===== src/rtl/debug_frame_tx_if.sv =====
// Trigger/snapshot/serial-line bundle between the CPU debug outputs and the frame serializer.
// The master drives trigger and debug bytes; the slave returns the TX line and frame status.
interface debug_frame_tx_if #(
  parameter int NUM_PORTS = 7
);
  logic                   trigger;
  logic [8*NUM_PORTS-1:0] debug_in;
  logic                   tx;
  logic                   busy;
  logic                   done;

  modport master (output trigger, debug_in, input tx, busy, done);
  modport slave  (input trigger, debug_in, output tx, busy, done);
endinterface


===== src/rtl/debug_frame_tx.sv =====
// Snapshots NUM_PORTS debug bytes on trigger and sends SYNC, data, checksum as 8N1 UART, LSB first.
// tx/busy/done are registered; triggers arriving while busy are dropped, not queued.
module debug_frame_tx #(
  parameter int         CLKS_PER_BIT = 16,
  parameter int         NUM_PORTS    = 7,
  parameter logic [7:0] SYNC_BYTE    = 8'hA5
) (
  input  logic              clk,
  input  logic              reset,
  debug_frame_tx_if.slave   bus
);

  localparam int BAUDW = $clog2(CLKS_PER_BIT);
  localparam int IDXW  = $clog2(NUM_PORTS + 2);
  localparam logic [BAUDW-1:0] BAUD_LAST = BAUDW'(CLKS_PER_BIT - 1);
  localparam logic [IDXW-1:0]  LAST_IDX  = IDXW'(NUM_PORTS + 1);

  typedef enum logic [1:0] {IDLE, START, DATA, STOP} state_e;

  state_e                 state_q, state_d;
  logic [BAUDW-1:0]       baud_q, baud_d;
  logic [2:0]             bit_q, bit_d;
  logic [IDXW-1:0]        idx_q, idx_d;
  logic [8*NUM_PORTS-1:0] snap_q, snap_d;
  logic [7:0]             csum_q, csum_d;
  logic                   tx_q, tx_d;
  logic                   busy_q, busy_d;
  logic                   done_q, done_d;

  logic [7:0] sum_c;
  logic [7:0] cur_byte;
  logic [2:0] bit_nx;
  logic       bit_end;

  always_comb begin
    sum_c = 8'h00;
    for (int i = 0; i < NUM_PORTS; i++) begin
      sum_c = sum_c + bus.debug_in[8*i +: 8];
    end
  end

  // Byte being shifted out: index 0 is sync, the last index is the checksum.
  always_comb begin
    cur_byte = SYNC_BYTE;
    if (idx_q == LAST_IDX) begin
      cur_byte = csum_q;
    end else begin
      for (int i = 0; i < NUM_PORTS; i++) begin
        if (idx_q == IDXW'(i + 1)) cur_byte = snap_q[8*i +: 8];
      end
    end
  end

  assign bit_end = (baud_q == BAUD_LAST);
  assign bit_nx  = bit_q + 3'd1;

  always_comb begin
    state_d = state_q;
    baud_d  = baud_q;
    bit_d   = bit_q;
    idx_d   = idx_q;
    snap_d  = snap_q;
    csum_d  = csum_q;
    tx_d    = tx_q;
    busy_d  = busy_q;
    done_d  = 1'b0;

    if (state_q != IDLE) begin
      baud_d = bit_end ? '0 : baud_q + BAUDW'(1);
    end

    // tx_d always carries the level for the next cycle, so the line changes only on bit boundaries.
    case (state_q)
      IDLE: begin
        tx_d   = 1'b1;
        busy_d = 1'b0;
        if (bus.trigger) begin
          snap_d  = bus.debug_in;
          csum_d  = sum_c;
          idx_d   = '0;
          bit_d   = '0;
          baud_d  = '0;
          tx_d    = 1'b0;
          busy_d  = 1'b1;
          state_d = START;
        end
      end
      START: begin
        if (bit_end) begin
          bit_d   = '0;
          tx_d    = cur_byte[0];
          state_d = DATA;
        end
      end
      DATA: begin
        if (bit_end) begin
          if (bit_q == 3'd7) begin
            tx_d    = 1'b1;
            state_d = STOP;
          end else begin
            bit_d = bit_nx;
            tx_d  = cur_byte[bit_nx];
          end
        end
      end
      STOP: begin
        if (bit_end) begin
          if (idx_q != LAST_IDX) begin
            idx_d   = idx_q + IDXW'(1);
            tx_d    = 1'b0;
            state_d = START;
          end else begin
            tx_d    = 1'b1;
            busy_d  = 1'b0;
            done_d  = 1'b1;
            state_d = IDLE;
          end
        end
      end
      default: state_d = IDLE;
    endcase
  end

  always_ff @(posedge clk) begin
    if (reset) begin
      state_q <= IDLE;
      baud_q  <= '0;
      bit_q   <= '0;
      idx_q   <= '0;
      snap_q  <= '0;
      csum_q  <= '0;
      tx_q    <= 1'b1;
      busy_q  <= 1'b0;
      done_q  <= 1'b0;
    end else begin
      state_q <= state_d;
      baud_q  <= baud_d;
      bit_q   <= bit_d;
      idx_q   <= idx_d;
      snap_q  <= snap_d;
      csum_q  <= csum_d;
      tx_q    <= tx_d;
      busy_q  <= busy_d;
      done_q  <= done_d;
    end
  end

  assign bus.tx   = tx_q;
  assign bus.busy = busy_q;
  assign bus.done = done_q;

endmodule


===== src/flat_wrapper.sv =====
// flat-port wrapper written by rule: the top's interface ports become plain ports
module debug_frame_tx_flat 
#(
  parameter int         CLKS_PER_BIT = 16,
  parameter int         NUM_PORTS    = 7,
  parameter logic [7:0] SYNC_BYTE    = 8'hA5
)
  (clk, reset, bus_trigger, bus_debug_in, bus_tx, bus_busy, bus_done);
  debug_frame_tx_if #(.NUM_PORTS(NUM_PORTS)) bus_i ();
  input  logic clk;
  input  logic reset;
  input wire logic [$bits(bus_i.trigger)-1:0] bus_trigger;
  input wire logic [$bits(bus_i.debug_in)-1:0] bus_debug_in;
  output wire logic [$bits(bus_i.tx)-1:0] bus_tx;
  output wire logic [$bits(bus_i.busy)-1:0] bus_busy;
  output wire logic [$bits(bus_i.done)-1:0] bus_done;
  assign bus_i.trigger = bus_trigger;
  assign bus_i.debug_in = bus_debug_in;
  assign bus_tx = bus_i.tx;
  assign bus_busy = bus_i.busy;
  assign bus_done = bus_i.done;
  debug_frame_tx #(.CLKS_PER_BIT(CLKS_PER_BIT), .NUM_PORTS(NUM_PORTS), .SYNC_BYTE(SYNC_BYTE)) u_core (.clk(clk), .reset(reset), .bus(bus_i));
endmodule

===== config.mk =====
export PLATFORM = sky130hd
export DESIGN_NAME = debug_frame_tx_flat
export DESIGN_NICKNAME = d
export VERILOG_FILES = /design/src/rtl/debug_frame_tx_if.sv /design/src/rtl/debug_frame_tx.sv /design/src/flat_wrapper.sv
export SDC_FILE = /design/constraint.sdc
export NUM_CORES = 1
export LEC_CHECK = 0
export CORE_ASPECT_RATIO = 0.6
export CORE_MARGIN = 2
export CORE_UTILIZATION = 50
export DETAILED_ROUTE_END_ITERATION = 10
export DONT_BUFFER_PORTS = 1
export GPL_TIMING_DRIVEN = 1
export PLACE_DENSITY = 0.62
export SYNTH_ARGS = -nofsm -noshare
export SYNTH_HDL_FRONTEND = slang
export SYNTH_SLANG_ARGS = --single-unit

===== constraint.sdc =====
create_clock -name clk -period 5.85 [get_ports clk]
set_input_delay 1.17 -clock clk [delete_from_list [all_inputs] [get_ports clk]]
set_output_delay 1.17 -clock clk [all_outputs]
set_load 0.005 [all_outputs]

==> summary.md, run 1 <==
| Metric | Value |
|---|---|
| Post-route cell area | `5340 um2` |
| Status | `finished, final reports clean` |
| Ys async rst share | `0%` |
| Syn Std Cell Area | `5070 um2` |
| Crit. End Element | `flop` |
| Hpwl dp | `9670 um` |
| Final Hold Fails | `0` |
| GPL Wtd Cong | `0.952` |
| Synth cell types | `49` |
| Max IR drop VDD | `0.191 mV` |
| Total gr overflow | `0` |
| Reg2reg start | `u_core.idx_q[0]$_SDFFE_PP0P_` |
| Slowest-stage cell, CP | `fa_1` |
| Clock transition at path regs | `0.06 ns` |
| Routed vias/inst | `5.56` |
| Crit path largest cell delay | `0.58 ns` |
| Final min period | `4.73 ns` |
| Clock Tree Root | `clkbuf_16` |
| Cell Rows | `28` |
| CP Cell Sequence | `fa_1 > inv_1 > fa_1 > fa_1 > inv_1 > fa_1 > inv_1 > fa_1 > nor2b_1 > nor3_1 > o21bai_1 > a21oi_1 > xnor2_1 > a211oi_1` |
| Commonest non-fill, non-tap cell in the layout | `nand2_1` |
| Vert. Die Dim | `82.0 um` |
| Clock Latency Late Sink | `0.34 ns` |
| Layout cells sized above 1 | `4.33%` |
| DRT Pass-1 Iters | `5` |
| Vias | `4218` |
| Fill cells | `946` |
| First-pass GRT wire length | `20900 um` |
| P_leak | `2.08 nW` |
| Antenna viol nets, final | `0` |
| Routed wire length | `13000 um` |
| Synth warnings | `0` |
| Total GRT Usage | `25.2%` |
| HP Start | `u_core.snap_q[19]$_SDFFE_PP0P_` |
| Synth-to-Final Area Change | `5.23%` |
| Setup tns final | `0 ns` |
| Critical path fanouts, max | `3` |
| Most frequent cells in the layout | `nand2_1 (157), a21oi_1 (86), dfxtp_1 (80), inv_1 (70), fa_1 (32)` |
| Post-CTS Setup Inserts | `0` |
| Setup CP Type | `in2reg` |
| Synth Flop Type | `dfxtp_1` |
| Max Root-Sink Buffers | `2` |
| Cells after DPL | `742` |
| DRC viols | `0` |
| Initial antenna violation count | `0` |
| Setup Skew | `0.00757 ns` |
| Largest delay share family, worst path | `adder cells` |
| Fmax | `0.212 GHz` |
| Critical Path Source | `bus_debug_in[2]` |
| Worst slew pin tran | `0.918 ns` |
| Non-filler cells, final | `758` |
| Clk sink count | `80` |
| RSZ-0062 raised after global routing | `false` |
| Max-slew violation count | `0` |
| Starting density of the core | `51.5%` |
| Vias in the first global route | `3999` |
| Power per cell area | `407 nW/um2` |
| MaxCap Viol Count | `0` |
| CP required | `6.10 ns` |
| CP arrival | `4.98 ns` |
| Die footprint | `11000 um2` |
| Worst Path Buf+Inv | `3` |
| Syn Area/Cell | `7.86 um2` |
| Mapped Nets | `756` |
| Sequential share of the synthesized area | `31.6%` |
| Largest net degree at the start of global routing | `79` |
| Mapped Cells | `645` |
| CTS tree | `yes` |
| Most frequent cell on the critical path | `fa_1` |
| Seq cells post-synth | `80` |
| Initial drt markers | `386` |
| Min-delay worst type | `reg2reg` |
| EDFF count, synth | `0` |
| Core Area | `9840 um2` |
| Setup crit start kind | `input pin` |
| Cts bufs inserted | `9` |
| I/O Buffers | `0` |
| Final nets | `729` |
| Final setup fails | `0` |
| DR WL/cell | `17.1 um` |
| Io pins | `62` |
| Period utilization | `80.8%` |
| Post-DP Area | `5060 um2` |
| Post-CTS Resized | `0` |
| CTS HTree Levels | `3` |
| Die width | `134 um` |
| Worst slew margin | `38.1%` |
| Final hold slack | `0.451 ns` |
| ANT cells | `0` |
| # hold bufs at CTS | `0` |
cell usage after synthesis (2+ instances only):
master | count | share of area, %
nand2_1 | 158 | 12
a21oi_1 | 86 | 8.5
dfxtp_1 | 80 | 32
inv_1 | 70 | 5.2
fa_1 | 32 | 13
clkbuf_1 | 25 | 1.9
nor2_1 | 21 | 1.6
ha_1 | 20 | 4.9
o21ai_0 | 15 | 1.5
xnor2_1 | 15 | 2.6
buf_2 | 11 | 1.1
nand3_1 | 11 | 1.1
nor2b_1 | 10 | 1.2
mux2i_1 | 6 | 1.2
nand4_1 | 6 | 0.74
o211ai_1 | 6 | 0.89
a2111oi_0 | 5 | 0.86
buf_6 | 5 | 1.1
nand2b_1 | 5 | 0.62
nor3_1 | 5 | 0.49
nor3b_1 | 5 | 0.74
a211oi_1 | 4 | 0.59
a221oi_1 | 3 | 0.52
nand3b_1 | 3 | 0.44
nor4_1 | 3 | 0.37
o311ai_0 | 3 | 0.52
o31ai_1 | 3 | 0.44
a22oi_1 | 2 | 0.30
a311oi_1 | 2 | 0.35
and3_1 | 2 | 0.25
nand4b_1 | 2 | 0.35
o21bai_1 | 2 | 0.30
o311ai_1 | 2 | 0.35
xor2_1 | 2 | 0.35
routing by layer:
metal  vias up  share of wire [%]  track usage, %
met4         0               0.61            4.95
met5         -                  0               0
li1       2051                  -               -
met1      2032                 49            37.8
met2       128                 40            35.6
met3         7                 10            7.22
path summary, 6_finish.rpt:
| path | cells after the start | to | slack [ns] |
|---|---|---|---|
| setup / recovery | 14 | u_core.csum_q[7]$_SDFFE_PP0P_ | 1.12 |
| hold / removal | 2 | u_core.snap_q[19]$_SDFFE_PP0P_ | 0.45 |
| setup reg to reg | 8 | u_core.bus.tx$_SDFFE_PP1P_ | 3.01 |
| hold reg to reg | 2 | u_core.snap_q[19]$_SDFFE_PP0P_ | 0.45 |
area by class of cell:
cell class	count	area, um2	share of cell area [%]
clock buffers	11	243	4.55
clock inverters	5	32.5	0.610
inverters	70	263	4.92
multi-input cells	453	3000	56.2
flip-flops and latches	80	1600	30.0
well taps	135	169	3.17
repair buffers	4	30.0	0.563
tightest hold or removal path, delay by kind of cell (launching register included):
family,cells,cell delay [ns]
AO/OA/AOI/OAI,1,0.06
flip-flops,1,0.30
AND/OR/NAND/NOR,1,0.05
sequential cells by signal (all words and copies together) (netlist names):
name and count:
u_core.snap_q 56, u_core.idx_q 4, u_core.bus.tx 1, u_core.bus.done 1
u_core.baud_q 4, u_core.state_q 2, u_core.bus.busy 1, u_core.bit_q 3
u_core.csum_q 8
power by group:
group,leakage (nW),switching [mW],internal [mW]
logic,1.30,0.561,0.378
registers,0.656,0.0623,0.651
clock network,0.128,0.221,0.297
cells by family after synthesis:
logic type	Yosys count	share of synthesized area, %
adders and majority gates	52	17.6
and+or+nand+nor	237	20.7
xor gates and xnor gates	17	2.94
AOI/OAI and AO/OA	141	16.7
buffers and inverters	112	9.38
muxes	6	1.18
DFF	80	31.6
stage by stage:
stage / setup slack (ns) / power (mW) / utilization (%)
2_1_floorplan: 1.19 / 1.46 / -
3_3_place_gp: 0.982 / 1.62 / 51.4
3_5_place_dp: 0.810 / 1.66 / 51.4
4_1_cts: 1.14 / 2.19 / 54.2
5_1_grt: 0.944 / 2.36 / 54.2
6_report: 1.12 / 2.17 / 54.2
Power figures use the tool's default switching activity.
==> run 2, diff against run 1 <==
- clock period: 5.85 -> 4.75 ns (I/O delays scaled with it)
==> run 2 against run 1 <==
Compared with the run above: final cell count did not move; die area did not move; clock skew fell by 0.0011 ns; hold slack improved by 0.0012 ns; total power rose by 26%; flip-flop and latch count did not move; non-clock buffer count did not move.
==> summary.md, run 2 (synthesized netlist as in run 1, its figures left out) <==
| Metric | Value |
|---|---|
| Initial antenna violation count | `0 (unchanged)` |
| Max Root-Sink Buffers | `2 (unchanged)` |
| Min-delay worst type | `reg2reg` |
| Power per cell area | `512 nW/um2 (+26%)` |
| Worst slew margin | `36.8% (-1.2 points)` |
| HP Start | `u_core.snap_q[50]$_SDFFE_PP0P_` |
| Combinational group share of total power | `42.4% (-0.8 points)` |
| CP arrival | `4.69 ns (-0.29 ns)` |
| Setup CP Type | `in2reg` |
| Layout cells sized above 1 | `4.33% (unchanged)` |
| RSZ-0062 raised after global routing | `false` |
| Slowest-stage cell, CP | `fa_1` |
| Most frequent cells in the layout | `nand2_1 (157), a21oi_1 (86), dfxtp_1 (80), inv_1 (70), fa_1 (32)` |
| Final nets | `729 (unchanged)` |
| Period utilization | `93.1%` |
| Final min period | `4.42 ns` |
| I/O Buffers | `0 (unchanged)` |
| Cell Rows | `28 (unchanged)` |
| # hold bufs at CTS | `0 (unchanged)` |
| Max-slew violation count | `0 (unchanged)` |
| Post-CTS Resized | `0 (unchanged)` |
| Critical path fanouts, max | `3 (unchanged)` |
| Regs by FF count | `u_core.snap_q: 56 flops, u_core.csum_q: 8 flops` |
| Io pins | `62 (unchanged)` |
| Vias in the first global route | `3939 (-1.5%)` |
| Hpwl dp | `9870 um (+2.1%)` |
| Final setup fails | `0 (unchanged)` |
| Clock transition at path regs | `0.06 ns (about the same)` |
| R2r worst-path depth | `6 (-2)` |
| Worst min-delay path endpoint | `u_core.snap_q[50]$_SDFFE_PP0P_` |
| Post-route cell area | `5350 um2 (+0.26%)` |
| RR Endpoint | `u_core.bus.tx$_SDFFE_PP1P_` |
| Antenna viol nets, final | `0 (unchanged)` |
| Post-CTS Setup Inserts | `0 (unchanged)` |
| ANT cells | `0 (unchanged)` |
| Net Sw Power | `1.07 mW (+27%)` |
| CP required | `5.02 ns (-1.08 ns)` |
| Crit. End Element | `flop` |
| FF-to-FF setup slack | `1.87 ns (-1.14 ns)` |
| Total gr overflow | `0 (unchanged)` |
| Crit path largest cell delay | `0.59 ns (about the same)` |
| Die width | `134 um (unchanged)` |
| CTS HTree Levels | `3 (unchanged)` |
| P_leak | `2.10 nW (+0.51%)` |
| First-pass GRT wire length | `21100 um (+1.1%)` |
| Setup Skew | `0.00651 ns (-0.00106 ns)` |
| Starting density of the core | `51.5% (unchanged)` |
| DRC viols | `0 (unchanged)` |
| Clock Latency Late Sink | `0.35 ns (about the same)` |
| Reg with most FFs | `u_core.snap_q` |
| Initial drt markers | `494 (+28%)` |
| Final Core Density | `54.3% (+0.14 points)` |
| Critical Path Stages | `14 (unchanged)` |
| Post-DP Area | `5060 um2 (unchanged)` |
| Cts bufs inserted | `9 (unchanged)` |
| Worst Path Buf+Inv | `3 (unchanged)` |
| Max FFs per register | `56 (unchanged)` |
| Worst Hold Depth | `2 (unchanged)` |
| Clk pwr share | `25.3% (+1.4 points)` |
| P_int | `1.67 mW (+26%)` |
| Commonest non-fill, non-tap cell in the layout | `nand2_1` |
| MaxCap Viol Count | `0 (unchanged)` |
| Total GRT Usage | `25.6% (+0.48 points)` |
| Vert. Die Dim | `82.0 um (unchanged)` |
| Setup crit start kind | `input pin` |
| Setup tns final | `0 ns (unchanged)` |
| Synth-to-Final Area Change | `5.50%` |
| Sequential Power Share | `32.2% (-0.7 points)` |
| DR WL/cell | `17.7 um (+3.4%)` |
| Core Area | `9840 um2 (unchanged)` |
| Cells after DPL | `742 (unchanged)` |
| GPL Wtd Cong | `0.956 (+0.42%)` |
| Routed vias/inst | `5.60 (+0.62%)` |
| Largest net degree at the start of global routing | `79 (unchanged)` |
| Status | `finished, final reports clean` |
| Largest delay share family, worst path | `adder cells` |
| Routed wire length | `13400 um (+3.4%)` |
| Clk sink count | `80 (unchanged)` |
| Die footprint | `11000 um2 (unchanged)` |
| Vias | `4244 (+0.62%)` |
| Fmax | `0.226 GHz` |
| CTS tree | `yes` |
| Most frequent cell on the critical path | `fa_1` |
| Max IR drop VDD | `0.275 mV (+44%)` |
| Clock Tree Root | `clkbuf_16` |
| Switch share | `39.1% (+0.20 points)` |
| CP Cell Sequence | `fa_1 > inv_1 > fa_1 > fa_1 > inv_1 > fa_1 > inv_1 > fa_1 > nor2b_1 > nor3_1 > o21bai_1 > a21oi_1 > xnor2_1 > a211oi_1` |
| Worst slew pin tran | `0.948 ns (+0.0300 ns)` |
| Final Hold Fails | `0 (unchanged)` |
| DRT Pass-1 Iters | `5 (unchanged)` |
| Non-filler cells, final | `758 (unchanged)` |
| Reg2reg start | `u_core.bit_q[0]$_SDFFE_PP0P_` |
run 2: worst max-delay path by stage:
stage / to / startpoint
finish: u_core.csum_q[7]$_SDFFE_PP0P_ / bus_debug_in[2]
global route: u_core.csum_q[7]$_SDFFE_PP0P_ / bus_debug_in[2]
CTS: u_core.csum_q[7]$_SDFFE_PP0P_ / bus_debug_in[2]
detailed placement: u_core.csum_q[7]$_SDFFE_PP0P_ / bus_debug_in[2]
global placement: u_core.csum_q[7]$_SDFFE_PP0P_ / bus_debug_in[2]
floorplan: u_core.csum_q[7]$_SDFFE_PP0P_ / bus_debug_in[2]
run 2: layout make-up:
class	count	area, um2
Clock inverter	6	60.1
Sequential cell	80	1600
Inverter	70	263
Multi-Input combinational cell	453	3000
Clock buffer	10	229
Timing Repair Buffer	4	30.0
Tap cell	135	169
Fill cell	936	4490
run 2: power groups by stage:
stage	sequential (mW)	combinational (mW)	clock, mW
2_1_floorplan	0.868	0.925	0
3_5_place_dp	0.893	1.14	0
3_3_place_gp	0.887	1.12	0
5_1_grt	0.895	1.32	0.729
6_report	0.882	1.16	0.694
4_1_cts	0.879	1.15	0.699
run 2: worst register-to-register path, cell delays in order (launching register included):
cell       delay, ns
dfxtp_1         0.79
ha_1            0.27
ha_1            0.37
a2111oi_0       0.67
nand3_1         0.33
a21oi_1         0.22
o311ai_1        0.11
run 2: stage by stage:
stage / setup slack [ns] / power [mW] / hold slack [ns]
final: 0.328 / 2.74 / 0.452
after global routing: 0.207 / 2.95 / 0.465
after CTS: 0.361 / 2.73 / 0.451
after detailed placement: -0.0274 / 2.04 / 0.440
after global placement: 0.103 / 2.00 / 0.436
after floorplan: 0.310 / 1.79 / 0.431
run 2: layer usage:
| layer | GRT usage (%) | part of all wire [%] | vias up |
|---|---|---|---|
| li1 | - | - | 2049 |
| met1 | 40.3 | 50 | 1994 |
| met2 | 34.4 | 39 | 186 |
| met3 | 6.60 | 9.3 | 15 |
| met4 | 5.37 | 0.90 | 0 |
| met5 | 0 | 0 | - |
